**src/rtl/cmsa_pe_stream_pkg.sv**
```systemverilog
// Shared definitions for the cmsa_pe_stream processing element.
// Optional feature macro: CMSA_PE_SATURATE_EN (saturating accumulate, sticky sat_flag).
package cmsa_pe_stream_pkg;

   // Control FSM encoding; the numeric values are visible on dbg_state.
   typedef enum logic [1:0] {
      ST_IDLE    = 2'd0,
      ST_LOAD_W  = 2'd1,
      ST_COMPUTE = 2'd2,
      ST_DONE    = 2'd3
   } pe_state_e;

   // Width of a counter that must hold values 0..max_count inclusive.
   function automatic int unsigned cnt_width(input int unsigned max_count);
      return $clog2(max_count + 1);
   endfunction

endpackage

```
**src/rtl/cmsa_pe_stream_mac.sv**
```systemverilog
// pe_mac_unit: combinational signed multiply followed by the accumulate add.
// With CMSA_PE_SATURATE_EN defined the add clamps to the signed accumulator
// range and raises sat_o; otherwise it wraps in two's complement and sat_o is 0.
module pe_mac_unit
   import cmsa_pe_stream_pkg::*;
#(
   parameter int DATA_WIDTH  = 16,
   parameter int ACCUM_WIDTH = 32
) (
   input  logic signed [DATA_WIDTH-1:0]  weight_i,
   input  logic signed [DATA_WIDTH-1:0]  act_i,
   input  logic signed [ACCUM_WIDTH-1:0] addend_i,
   output logic signed [ACCUM_WIDTH-1:0] sum_o,
   output logic                          sat_o
);

   logic signed [2*DATA_WIDTH-1:0] product;
   logic signed [ACCUM_WIDTH-1:0]  product_ext;

   // Full-precision product, then sign-extended into the accumulator width.
   assign product     = (2*DATA_WIDTH)'(weight_i) * (2*DATA_WIDTH)'(act_i);
   assign product_ext = ACCUM_WIDTH'(product);

`ifdef CMSA_PE_SATURATE_EN
   localparam logic [ACCUM_WIDTH-1:0] SUM_MAX = {1'b0, {(ACCUM_WIDTH-1){1'b1}}};
   localparam logic [ACCUM_WIDTH-1:0] SUM_MIN = {1'b1, {(ACCUM_WIDTH-1){1'b0}}};

   logic signed [ACCUM_WIDTH:0] wide_sum;
   logic                        overflow;

   // One guard bit: overflow when the guard and the sign bit disagree.
   assign wide_sum = (ACCUM_WIDTH+1)'(addend_i) + (ACCUM_WIDTH+1)'(product_ext);
   assign overflow = wide_sum[ACCUM_WIDTH] ^ wide_sum[ACCUM_WIDTH-1];

   // Clamp towards the true sign of the result on overflow.
   always_comb begin
      sum_o = wide_sum[ACCUM_WIDTH-1:0];
      sat_o = 1'b0;
      if (overflow) begin
         sat_o = 1'b1;
         sum_o = wide_sum[ACCUM_WIDTH] ? SUM_MIN : SUM_MAX;
      end
   end
`else
   // Plain two's-complement wrap.
   assign sum_o = addend_i + product_ext;
   assign sat_o = 1'b0;
`endif

endmodule

```
**src/rtl/cmsa_pe_stream.sv**
```systemverilog
// cmsa_pe_stream: weight-stationary systolic-array cell with embedded control FSM.
// Weight arrives on a daisy chain during LOAD_W, activations stream left->right
// through a free-running pipeline, and signed products are accumulated over
// cfg_num_channels beats into one psum_out pulse per output pixel.
// Optional feature macro: CMSA_PE_SATURATE_EN (see pe_mac_unit).
//
// Stream semantics: every stream here (w_*, act_*, psum_out) is valid-only with
// no backpressure; a beat is transferred on each rising edge where its valid is
// high, and data is ignored whenever valid is low.
module cmsa_pe_stream
   import cmsa_pe_stream_pkg::*;
#(
   parameter int  DATA_WIDTH   = 16,
   parameter int  ACCUM_WIDTH  = 32,
   parameter int  ACT_STAGES   = 2,
   parameter int  MAX_CHANNELS = 256,
   parameter int  MAX_OUTPUTS  = 256,
   localparam int CW = cnt_width(MAX_CHANNELS),
   localparam int OW = cnt_width(MAX_OUTPUTS)
) (
   input  logic                   clk,
   input  logic                   reset,
   input  logic                   start,
   input  logic                   abort,
   input  logic                   cfg_skip_wload,
   input  logic                   cfg_use_psum_in,
   input  logic [CW-1:0]          cfg_num_channels,
   input  logic [OW-1:0]          cfg_num_outputs,
   input  logic [DATA_WIDTH-1:0]  w_in,
   input  logic                   w_in_valid,
   input  logic                   w_load_last,
   output logic [DATA_WIDTH-1:0]  w_out,
   output logic                   w_out_valid,
   input  logic [DATA_WIDTH-1:0]  act_in,
   input  logic                   act_in_valid,
   output logic [DATA_WIDTH-1:0]  act_out,
   output logic                   act_out_valid,
   input  logic [ACCUM_WIDTH-1:0] psum_in,
   output logic [ACCUM_WIDTH-1:0] psum_out,
   output logic                   psum_out_valid,
   output logic                   busy,
   output logic                   done,
   output logic                   sat_flag,
   output logic [1:0]             dbg_state
);

   // ---------------------------------------------------------------------------
   // Activation pipeline (independent of the FSM)
   // ---------------------------------------------------------------------------
   logic [DATA_WIDTH-1:0] act_pipe_q [ACT_STAGES];
   logic [ACT_STAGES-1:0] act_vld_q;

   // Free-running shift of data and valid together; runs in every state.
   always_ff @(posedge clk or negedge reset) begin
      if (!reset) begin
         for (int i = 0; i < ACT_STAGES; i++) begin
            act_pipe_q[i] <= '0;
         end
         act_vld_q <= '0;
      end else begin
         act_pipe_q[0] <= act_in;
         act_vld_q[0]  <= act_in_valid;
         for (int i = 1; i < ACT_STAGES; i++) begin
            act_pipe_q[i] <= act_pipe_q[i-1];
            act_vld_q[i]  <= act_vld_q[i-1];
         end
      end
   end

   assign act_out       = act_pipe_q[ACT_STAGES-1];
   assign act_out_valid = act_vld_q[ACT_STAGES-1];

   // ---------------------------------------------------------------------------
   // Control and datapath state
   // ---------------------------------------------------------------------------
   pe_state_e                      state_q, state_d;
   logic signed [DATA_WIDTH-1:0]   weight_q, weight_d;
   logic [DATA_WIDTH-1:0]          w_out_q, w_out_d;
   logic                           w_out_valid_q, w_out_valid_d;
   logic signed [ACCUM_WIDTH-1:0]  acc_q, acc_d;
   logic [ACCUM_WIDTH-1:0]         psum_out_q, psum_out_d;
   logic                           psum_out_valid_q, psum_out_valid_d;
   logic [CW-1:0]                  ch_cnt_q, ch_cnt_d;
   logic [OW-1:0]                  out_cnt_q, out_cnt_d;
   logic                           sat_q, sat_d;

   // Configuration shadows, captured on the accepting start edge.
   logic                           use_psum_q, use_psum_d;
   logic [CW-1:0]                  num_ch_q, num_ch_d;
   logic [OW-1:0]                  num_out_q, num_out_d;

   // MAC interface.
   logic                           mac_fire;
   logic signed [ACCUM_WIDTH-1:0]  mac_addend;
   logic signed [ACCUM_WIDTH-1:0]  mac_sum;
   logic                           mac_sat;
   logic                           last_channel;
   logic [OW-1:0]                  out_cnt_inc;

   assign mac_fire     = (state_q == ST_COMPUTE) && act_vld_q[ACT_STAGES-1];
   assign last_channel = (ch_cnt_q == (num_ch_q - CW'(1)));
   assign out_cnt_inc  = out_cnt_q + OW'(1);

   // First channel beat starts from psum_in (or zero); later beats from the accumulator.
   assign mac_addend = (ch_cnt_q == '0) ? (use_psum_q ? psum_in : '0) : acc_q;

   pe_mac_unit #(
      .DATA_WIDTH  (DATA_WIDTH),
      .ACCUM_WIDTH (ACCUM_WIDTH)
   ) u_mac (
      .weight_i (weight_q),
      .act_i    (act_pipe_q[ACT_STAGES-1]),
      .addend_i (mac_addend),
      .sum_o    (mac_sum),
      .sat_o    (mac_sat)
   );

   // Next-state and datapath updates; abort overrides every other transition.
   always_comb begin
      state_d          = state_q;
      weight_d         = weight_q;
      w_out_d          = w_out_q;
      w_out_valid_d    = 1'b0;
      acc_d            = acc_q;
      psum_out_d       = psum_out_q;
      psum_out_valid_d = 1'b0;
      ch_cnt_d         = ch_cnt_q;
      out_cnt_d        = out_cnt_q;
      sat_d            = sat_q;
      use_psum_d       = use_psum_q;
      num_ch_d         = num_ch_q;
      num_out_d        = num_out_q;

      if (abort) begin
         // Partial work is discarded; the held weight survives.
         state_d   = ST_IDLE;
         acc_d     = '0;
         ch_cnt_d  = '0;
         out_cnt_d = '0;
         sat_d     = 1'b0;
      end else begin
         case (state_q)
            ST_IDLE: begin
               if (start) begin
                  use_psum_d = cfg_use_psum_in;
                  // A zero count means a single channel / single output.
                  num_ch_d   = (cfg_num_channels == '0) ? CW'(1) : cfg_num_channels;
                  num_out_d  = (cfg_num_outputs == '0)  ? OW'(1) : cfg_num_outputs;
                  acc_d      = '0;
                  ch_cnt_d   = '0;
                  out_cnt_d  = '0;
                  sat_d      = 1'b0;
                  state_d    = cfg_skip_wload ? ST_COMPUTE : ST_LOAD_W;
               end
            end

            ST_LOAD_W: begin
               // Each accepted beat pushes the previous weight down the chain.
               if (w_in_valid) begin
                  w_out_d       = weight_q;
                  weight_d      = w_in;
                  w_out_valid_d = 1'b1;
                  if (w_load_last) begin
                     state_d = ST_COMPUTE;
                  end
               end
            end

            ST_COMPUTE: begin
               if (mac_fire) begin
                  if (mac_sat) begin
                     sat_d = 1'b1;
                  end
                  if (last_channel) begin
                     psum_out_d       = mac_sum;
                     psum_out_valid_d = 1'b1;
                     acc_d            = '0;
                     ch_cnt_d         = '0;
                     out_cnt_d        = out_cnt_inc;
                     if (out_cnt_inc == num_out_q) begin
                        state_d = ST_DONE;
                     end
                  end else begin
                     acc_d    = mac_sum;
                     ch_cnt_d = ch_cnt_q + CW'(1);
                  end
               end
            end

            ST_DONE: begin
               state_d = ST_IDLE;
            end

            default: begin
               state_d = ST_IDLE;
            end
         endcase
      end
   end

   // State register for the FSM and all datapath registers.
   always_ff @(posedge clk or negedge reset) begin
      if (!reset) begin
         state_q          <= ST_IDLE;
         weight_q         <= '0;
         w_out_q          <= '0;
         w_out_valid_q    <= 1'b0;
         acc_q            <= '0;
         psum_out_q       <= '0;
         psum_out_valid_q <= 1'b0;
         ch_cnt_q         <= '0;
         out_cnt_q        <= '0;
         sat_q            <= 1'b0;
         use_psum_q       <= 1'b0;
         num_ch_q         <= '0;
         num_out_q        <= '0;
      end else begin
         state_q          <= state_d;
         weight_q         <= weight_d;
         w_out_q          <= w_out_d;
         w_out_valid_q    <= w_out_valid_d;
         acc_q            <= acc_d;
         psum_out_q       <= psum_out_d;
         psum_out_valid_q <= psum_out_valid_d;
         ch_cnt_q         <= ch_cnt_d;
         out_cnt_q        <= out_cnt_d;
         sat_q            <= sat_d;
         use_psum_q       <= use_psum_d;
         num_ch_q         <= num_ch_d;
         num_out_q        <= num_out_d;
      end
   end

   // ---------------------------------------------------------------------------
   // Outputs
   // ---------------------------------------------------------------------------
   assign w_out          = w_out_q;
   assign w_out_valid    = w_out_valid_q;
   assign psum_out       = psum_out_q;
   assign psum_out_valid = psum_out_valid_q;
   assign busy           = (state_q != ST_IDLE);
   assign done           = (state_q == ST_DONE);
   assign sat_flag       = sat_q;
   assign dbg_state      = state_q;

endmodule

```
**config.mk**
```make
export PLATFORM = sky130hd
export DESIGN_NAME = cmsa_pe_stream
export DESIGN_NICKNAME = d
export VERILOG_FILES = /design/src/rtl/cmsa_pe_stream_pkg.sv /design/src/rtl/cmsa_pe_stream_mac.sv /design/src/rtl/cmsa_pe_stream.sv
export SDC_FILE = /design/constraint.sdc
export NUM_CORES = 1
export LEC_CHECK = 0
export ABC_AREA = 1
export CAP_MARGIN = 10
export CORE_MARGIN = 2
export CORE_UTILIZATION = 55
export DETAILED_ROUTE_END_ITERATION = 12
export DONT_BUFFER_PORTS = 1
export PLACE_DENSITY = 0.75
export SLEW_MARGIN = 20
export SYNTH_ARGS = -nofsm -noshare
export SYNTH_HDL_FRONTEND = slang
export SYNTH_SLANG_ARGS = --single-unit
```
**constraint.sdc**
```tcl
create_clock -name clk -period 6.4 [get_ports clk]
set_input_delay 1.6 -clock clk [delete_from_list [all_inputs] [get_ports clk]]
set_output_delay 1.6 -clock clk [all_outputs]
set_load 0.02 [all_outputs]
```
== Word level (Yosys, flattened, before mapping) ==
Cells that the tools add are included.

* Register bits after elaboration: 172
* Bits of input ports: 91
* Output and inout bits: 72

* Add/subtract/negate cells: 4
* Multiply operators: 1
* Equality and inequality tests: 11
* Mux-type cells: 37
* Bitwise logic cells: 1
* Reduce and logical (&&, ||, !) cells: 16

{| class="wikitable"
|+ Operators by type and width
! kind !! number
|-
| two-way mux 32 bit || 6
|-
| two-way mux 9 bit || 9
|-
| one-hot mux 32 bit (2 select lines) || 1
|-
| one-hot mux 9 bit (2 select lines) || 2
|-
| adder 32 bit || 1
|-
| multiplier 16 x 16 -> 32 bit || 1
|-
| logical NOT 9 bit || 3
|-
| adder 9 x 1 -> 9 bit, second input constant || 2
|-
| == test 9 bit || 2
|-
| two-way mux 2 bit || 8
|-
| != test 3 bit, second input constant || 5
|-
| two-way mux 1 bit || 10
|-
| AND reduction 3 bit || 3
|-
| subtractor 9 x 1 -> 9 bit, second input constant || 1
|-
| one-hot mux 2 bit (4 select lines) || 1
|-
| AND reduction 4 bit || 2
|-
| AND reduction 6 bit || 1
|-
| nonzero test 2 bit || 3
|-
| == test 2 bit, second input constant || 2
|-
| != test 3 x 2 -> 1 bit, second input constant || 1
|-
| nonzero test 3 bit || 1
|-
| == test 2 x 1 -> 1 bit, second input constant || 1
|-
| logical NOT 2 bit || 1
|-
| AND reduction 2 bit || 1
|-
| other kinds (2) || 2
|}

== Depth between registers and ports, before layout ==
* Depth after elaboration: 7
* Mapped depth: 33
* Depth with buffers taken out: 32

== Modules after synthesis ==
Synthesis repeated with hierarchy kept, for this count alone.

* Cell total of the unflattened synthesis: 2441
* Area total of the unflattened synthesis: 19369.8 um^2

{| class="wikitable"
|+ By module, submodules not included
! module !! instances !! cells an instance !! area each (um^2) !! seq. area each (um^2)
|-
| pe_mac_unit || 1 || 1522 || 11692.5 || 0.0
|-
| cmsa_pe_stream || 1 || 919 || 7677.4 || 4304.1
|}

== Worst setup path after synthesis ==
Ideal clock, no wire load.

* Kind: reg2reg
* Start point: register weight_q[15]
* End point: register acc_q[29]
* Data arrival time: 5.747 ns
* Slack: 0.523 ns
* Stages on the path, launching flop included: 28
* Path buffers: 2
* Clock period less this slack: 5.877 ns
* Cells stage by stage: dfrtp_1 clkbuf_1 clkbuf_1 nand2_1 inv_1 fa_1 inv_1 fa_1 inv_1 fa_1 inv_1 fa_1 inv_1 fa_1 inv_1 fa_1 inv_1 ha_1 inv_1 o21bai_1 o21bai_1 a21o_1 nor2_1 nand2_1 nand2_1 nand2_1 nand2_1 o21ai_0

* Longest elaborated chain between the ends: 6

{| class="wikitable"
|+ Ends and longest elaborated chain
! item !! RTL line !! text
|-
| from (decl) || cmsa_pe_stream.sv:77 || <nowiki>logic signed [DATA_WIDTH-1:0] weight_q, weight_d;</nowiki>
|-
| from (signal assigned) || cmsa_pe_stream.sv:219 || <nowiki>weight_q <= weight_d;</nowiki>
|-
| multiplier 16 x 16 -> 32 bit || cmsa_pe_stream_mac.sv:21 || <nowiki>assign product = (2*DATA_WIDTH)'(weight_i) * (2*DATA_WIDTH)'(act_i);</nowiki>
|-
| adder 32 bit || cmsa_pe_stream_mac.sv:46 || <nowiki>assign sum_o = addend_i + product_ext;</nowiki>
|-
| two-way mux 32 bit || cmsa_pe_stream.sv:174 || <nowiki>if (last_channel) begin</nowiki>
|-
| two-way mux 32 bit || cmsa_pe_stream.sv:170 || <nowiki>if (mac_fire) begin</nowiki>
|-
| one-hot mux 32 bit (2 select lines) || cmsa_pe_stream.sv:142 || <nowiki>case (state_q)</nowiki>
|-
| two-way mux 32 bit || cmsa_pe_stream.sv:134 || <nowiki>if (abort) begin</nowiki>
|-
| to (signal assigned) || cmsa_pe_stream.sv:208 || <nowiki>acc_q <= '0;</nowiki>
|-
| to (signal assigned) || cmsa_pe_stream.sv:222 || <nowiki>acc_q <= acc_d;</nowiki>
|-
| to (decl) || cmsa_pe_stream.sv:80 || <nowiki>logic signed [ACCUM_WIDTH-1:0] acc_q, acc_d;</nowiki>
|}

No other way between the ends. The select of a mux whose other input is x is not followed.
A chain may end at the register's enable or synchronous reset.

== Worst setup path after layout ==
* Start point: register ch_cnt_q[1]
* End point: register acc_q[26]

* Longest elaborated chain between the ends: 7
* Elaborated cells between the ends (all ways): 8

{| class="wikitable"
|+ Ends and longest elaborated chain
! item !! RTL line !! text
|-
| from (decl) || cmsa_pe_stream.sv:83 || <nowiki>logic [CW-1:0] ch_cnt_q, ch_cnt_d;</nowiki>
|-
| from (signal assigned) || cmsa_pe_stream.sv:225 || <nowiki>ch_cnt_q <= ch_cnt_d;</nowiki>
|-
| logical NOT 9 bit || cmsa_pe_stream.sv:105 || <nowiki>assign mac_addend = (ch_cnt_q == '0) ? (use_psum_q ? psum_in : '0) : acc_q;</nowiki>
|-
| two-way mux 32 bit || cmsa_pe_stream.sv:105 ||
|-
| adder 32 bit || cmsa_pe_stream_mac.sv:46 ||
|-
| two-way mux 32 bit * || cmsa_pe_stream.sv:174 ||
|-
| two-way mux 32 bit * || cmsa_pe_stream.sv:170 ||
|-
| one-hot mux 32 bit (2 select lines) * || cmsa_pe_stream.sv:142 ||
|-
| two-way mux 32 bit * || cmsa_pe_stream.sv:134 ||
|}

Every way passes the cells marked *; elsewhere a longest branch is shown, timed or not. The select of a mux whose other input is x is not followed.

==> flow_summary.rst <==
.. list-table::
   :header-rows: 1

   * - Metric
     - Value
   * - Total number of vias
     - 14,734
   * - Worst EP arrival
     - about 6.5 ns
   * - Final setup violation count
     - 0
   * - Die height
     - roughly 190 um
   * - Synthesis-to-finish area growth
     - 5.42%
   * - Fin Setup TNS
     - 0 ns
   * - Crit start category
     - register
   * - CORE AREA
     - 34,600 um2
   * - CP Cell Sequence
     - inv_1 -> ha_1 -> nand2_1 -> nor2_1 -> nand2_1 -> clkinv_1 -> buf_12 -> o21ai_0 -> ha_1 -> fa_1 -> fa_1 -> fa_1 -> inv_1 -> fa_1 -> inv_1 -> ha_1 -> nand2_1 -> nor4_2 -> nand3_1 -> nand3_1 -> nand2_1 -> nand2_1 -> nand2_1 -> o21ai_0
   * - Number of buffer and inverter stages on the critical path
     - 5
   * - Max Clock Skew
     - around 0.011 ns
   * - Antenna diode count
     - 0
   * - Pin count of the biggest net entering global routing
     - 172
   * - Overall routed net length
     - between 40,000 and 50,000 um
   * - Starting density of the core
     - 55.9%
   * - Remaining design rule violation count
     - 0
   * - Share of the clock period used by the worst path after layout
     - 94.9%
   * - Count of antenna-violating nets left after detailed routing
     - 0
   * - GRT busiest layer
     - met2
   * - Die Span X
     - ~190 um
   * - Post-route minimum period
     - ~6.1 ns
   * - Placer congestion estimate
     - slightly below 1
   * - Total of buffers placed on input and output ports
     - 0
   * - Remaining Overflow, GRT
     - 0
   * - Deepest clock path buffer count
     - 2
   * - Cell Rows
     - 68
   * - Largest driver fanout on the critical path
     - between 40 and 50
   * - Crit-path max cell delay
     - around 0.55 ns
   * - Clock transition time at the flip-flop clock pins of the worst setup and hold paths
     - around 0.07 ns
   * - Share of synthesized flip-flops with an asynchronous set or reset
     - 100%
   * - CTS tree
     - done
   * - Post-synthesis instance total
     - 2,418
   * - Slew headroom
     - 41.4%
   * - Unrepaired setup endpoints after global routing
     - yes
   * - Standard cell area after detailed placement
     - slightly below 20,000 um2
   * - Routed wire length per instance
     - between 15 and 20 um
   * - Biggest area consumer among synthesized cells
     - sky130_fd_sc_hd__fa_1
   * - Met3 routing resource usage after global routing
     - under 10%
   * - Final hold violation count
     - 0
   * - Initial detailed-routing violation count
     - ~830
   * - Layout cell share with drive strength beyond 1
     - approximately 5.2%
   * - Worst setup EP type
     - register
   * - Total global-route track usage
     - between 20% and 30%
   * - Part of the Yosys area used for sequential elements
     - about 22%
   * - Maximum level of the CTS H-tree
     - 4
   * - Maxcap violations
     - 0
   * - IO Pins
     - ~160
   * - Clock Latency Late Sink
     - about 0.46 ns
   * - Setup CP Type
     - register to register
   * - Number of pins with negative max-slew slack in the final report
     - 0
   * - Commonest register cell after synthesis
     - sky130_fd_sc_hd__dfrtp_1
   * - Dominant cells by area after synthesis
     - sky130_fd_sc_hd__fa_1 (30%), sky130_fd_sc_hd__dfrtp_1 (22%), sky130_fd_sc_hd__inv_1 (12%)
   * - Dominant cell by count in the synthesized netlist
     - sky130_fd_sc_hd__inv_1
   * - Max Freq
     - between 150 and 200 MHz
   * - Final Cell Area
     - 20,400 um2
   * - Synth top area share
     - between 30% and 40%
   * - Initial antenna violation count
     - 0
   * - Via count of the first global-routing pass
     - around 16,000
   * - Netlist cell types
     - 46
   * - Critical-path cell with the highest stage delay
     - sky130_fd_sc_hd__fa_1
   * - Number of sinks handled by clock tree synthesis
     - between 150 and 200
   * - CTS buffer count
     - 17
   * - HPWL after detailed placement
     - 39,300 um
   * - Post-synthesis register bit count
     - roughly 170
   * - Die area
     - around 37,000 um2
   * - Fraction of met2 tracks used by global routing
     - a little under half
   * - Clock root buffer
     - sky130_fd_sc_hd__clkbuf_16
   * - Top cells by count, synth
     - sky130_fd_sc_hd__inv_1 (622), sky130_fd_sc_hd__nand2_1 (620), sky130_fd_sc_hd__fa_1 (292), sky130_fd_sc_hd__dfrtp_1 (171), sky130_fd_sc_hd__o21ai_0 (113)
   * - Most used cell, CP
     - sky130_fd_sc_hd__nand2_1
   * - Data required time of the worst path
     - about 6.8 ns
   * - Number of hold-repair buffers added at the cts stage
     - 0
   * - Post-synth design cell area
     - between 15,000 and 20,000 um2
   * - Measured slew at the worst slew-check pin
     - between 0.8 and 0.9 ns
   * - Average cell area after synthesis
     - approximately 8.0 um2
   * - Largest delay contributor family on the critical path
     - adder cells
   * - Wire length of the first global-routing pass
     - ~80,000 um
   * - Global routing met1 resource utilization
     - a little under two fifths
   * - Number of flops mapped to enable cells by yosys
     - 0
   * - Detailed-router iteration count before antenna repair
     - 6
   * - Average vias per placed instance
     - slightly above 5
   * - Outcome
     - finished, final reports clean
   * - Path type of the worst min-delay path
     - register to register
   * - Synth warnings
     - 0
   * - Layout Nets
     - 2,860
   * - Total nets after synthesis
     - ~2,900
final cells by class:
class	instances	area, um2
multi-input combinational	1506	12200
inverter	628	2360
clock buffer	19	453
tap	455	569
clock inverter	12	151
sequential	171	4280
timing repair buffer	47	365
fill	3048	14200
metal layers:
| metal | part of all wire [%] | vias to the layer above | routed length, um |
|---|---|---|---|
| met1 | 43 | 7225 | 20400 |
| li1 | - | 6960 | - |
| met5 | 0 | - | 0 |
| met4 | 3.2 | 0 | 1530 |
| met2 | 47 | 450 | 22200 |
| met3 | 6.5 | 99 | 3050 |
sequential cells by signal (all words and copies together) (netlist names), 9 cells and up:
| register | flops |
|---|---|
| act_out | 16 |
| out_cnt_q | 9 |
| num_out_q | 9 |
| acc_q | 32 |
| w_out | 16 |
| ch_cnt_q | 9 |
| num_ch_q | 9 |
| act_pipe_q | 16 |
| psum_out | 32 |
| weight_q | 16 |
repair_timing:
item	in CTS	in global routing
buffers inserted	0	0
setup endpoints to repair	0	16
gates resized for setup	0	7
cells by family (layout without fill, tap and decap cells):
kind of cell / count (synthesis) / after routing / synth area share (%)
AND/OR/NAND/NOR: 867 / 867 / 18.6
buffers and inverters: 741 / 706 / 14.9
adder cells (fa/ha/maj): 398 / 398 / 37.1
AO/OA/AOI/OAI: 203 / 203 / 5.62
flip-flops: 171 / 171 / 22.1
XOR/XNOR: 34 / 34 / 1.54
multiplexers: 3 / 3 / 0.175
other: 1 / 1 / 0.0194
cells in the final DEF, fill, tap and decap left out, drive strengths merged, types with 17 or more instances in the layout:
cell type,instances
inv,633
nand2,631
fa,292
dfrtp,171
o21ai,140
ha,106
nand3,106
nor2,90
buf,47
a21oi,36
clkbuf,19
xor2,18
nand4,17
path summary, 6_finish.rpt:
path	from	depth (start not counted)	slack, ns	endpoint
min in group asynchronous	reset	0	0.82	num_out_q[8]
setup reg to reg	ch_cnt_q[1]	24	0.33	acc_q[26]
hold / removal	act_pipe_q[20]	0	0.35	act_out[4]
setup / recovery	ch_cnt_q[1]	24	0.33	acc_q[26]
max in group asynchronous	reset	0	5.23	act_out[12]
hold reg to reg	act_pipe_q[20]	0	0.35	act_out[4]
per-stage QoR:
step	setup WS, ns	hold WS (ns)	util [%]	cells
after CTS	0.293	0.347	58.8	2838
final	0.325	0.348	58.9	2838
after global placement	0.171	0.332	57.1	2807
after global routing	-0.00893	0.360	58.9	2838
after detailed placement	0.135	0.335	57.1	2807
after floorplan	0.523	0.331	-	2418
Power is not shown: default switching activity piles up to over one toggle a cycle in this logic, so the estimate is an artifact.
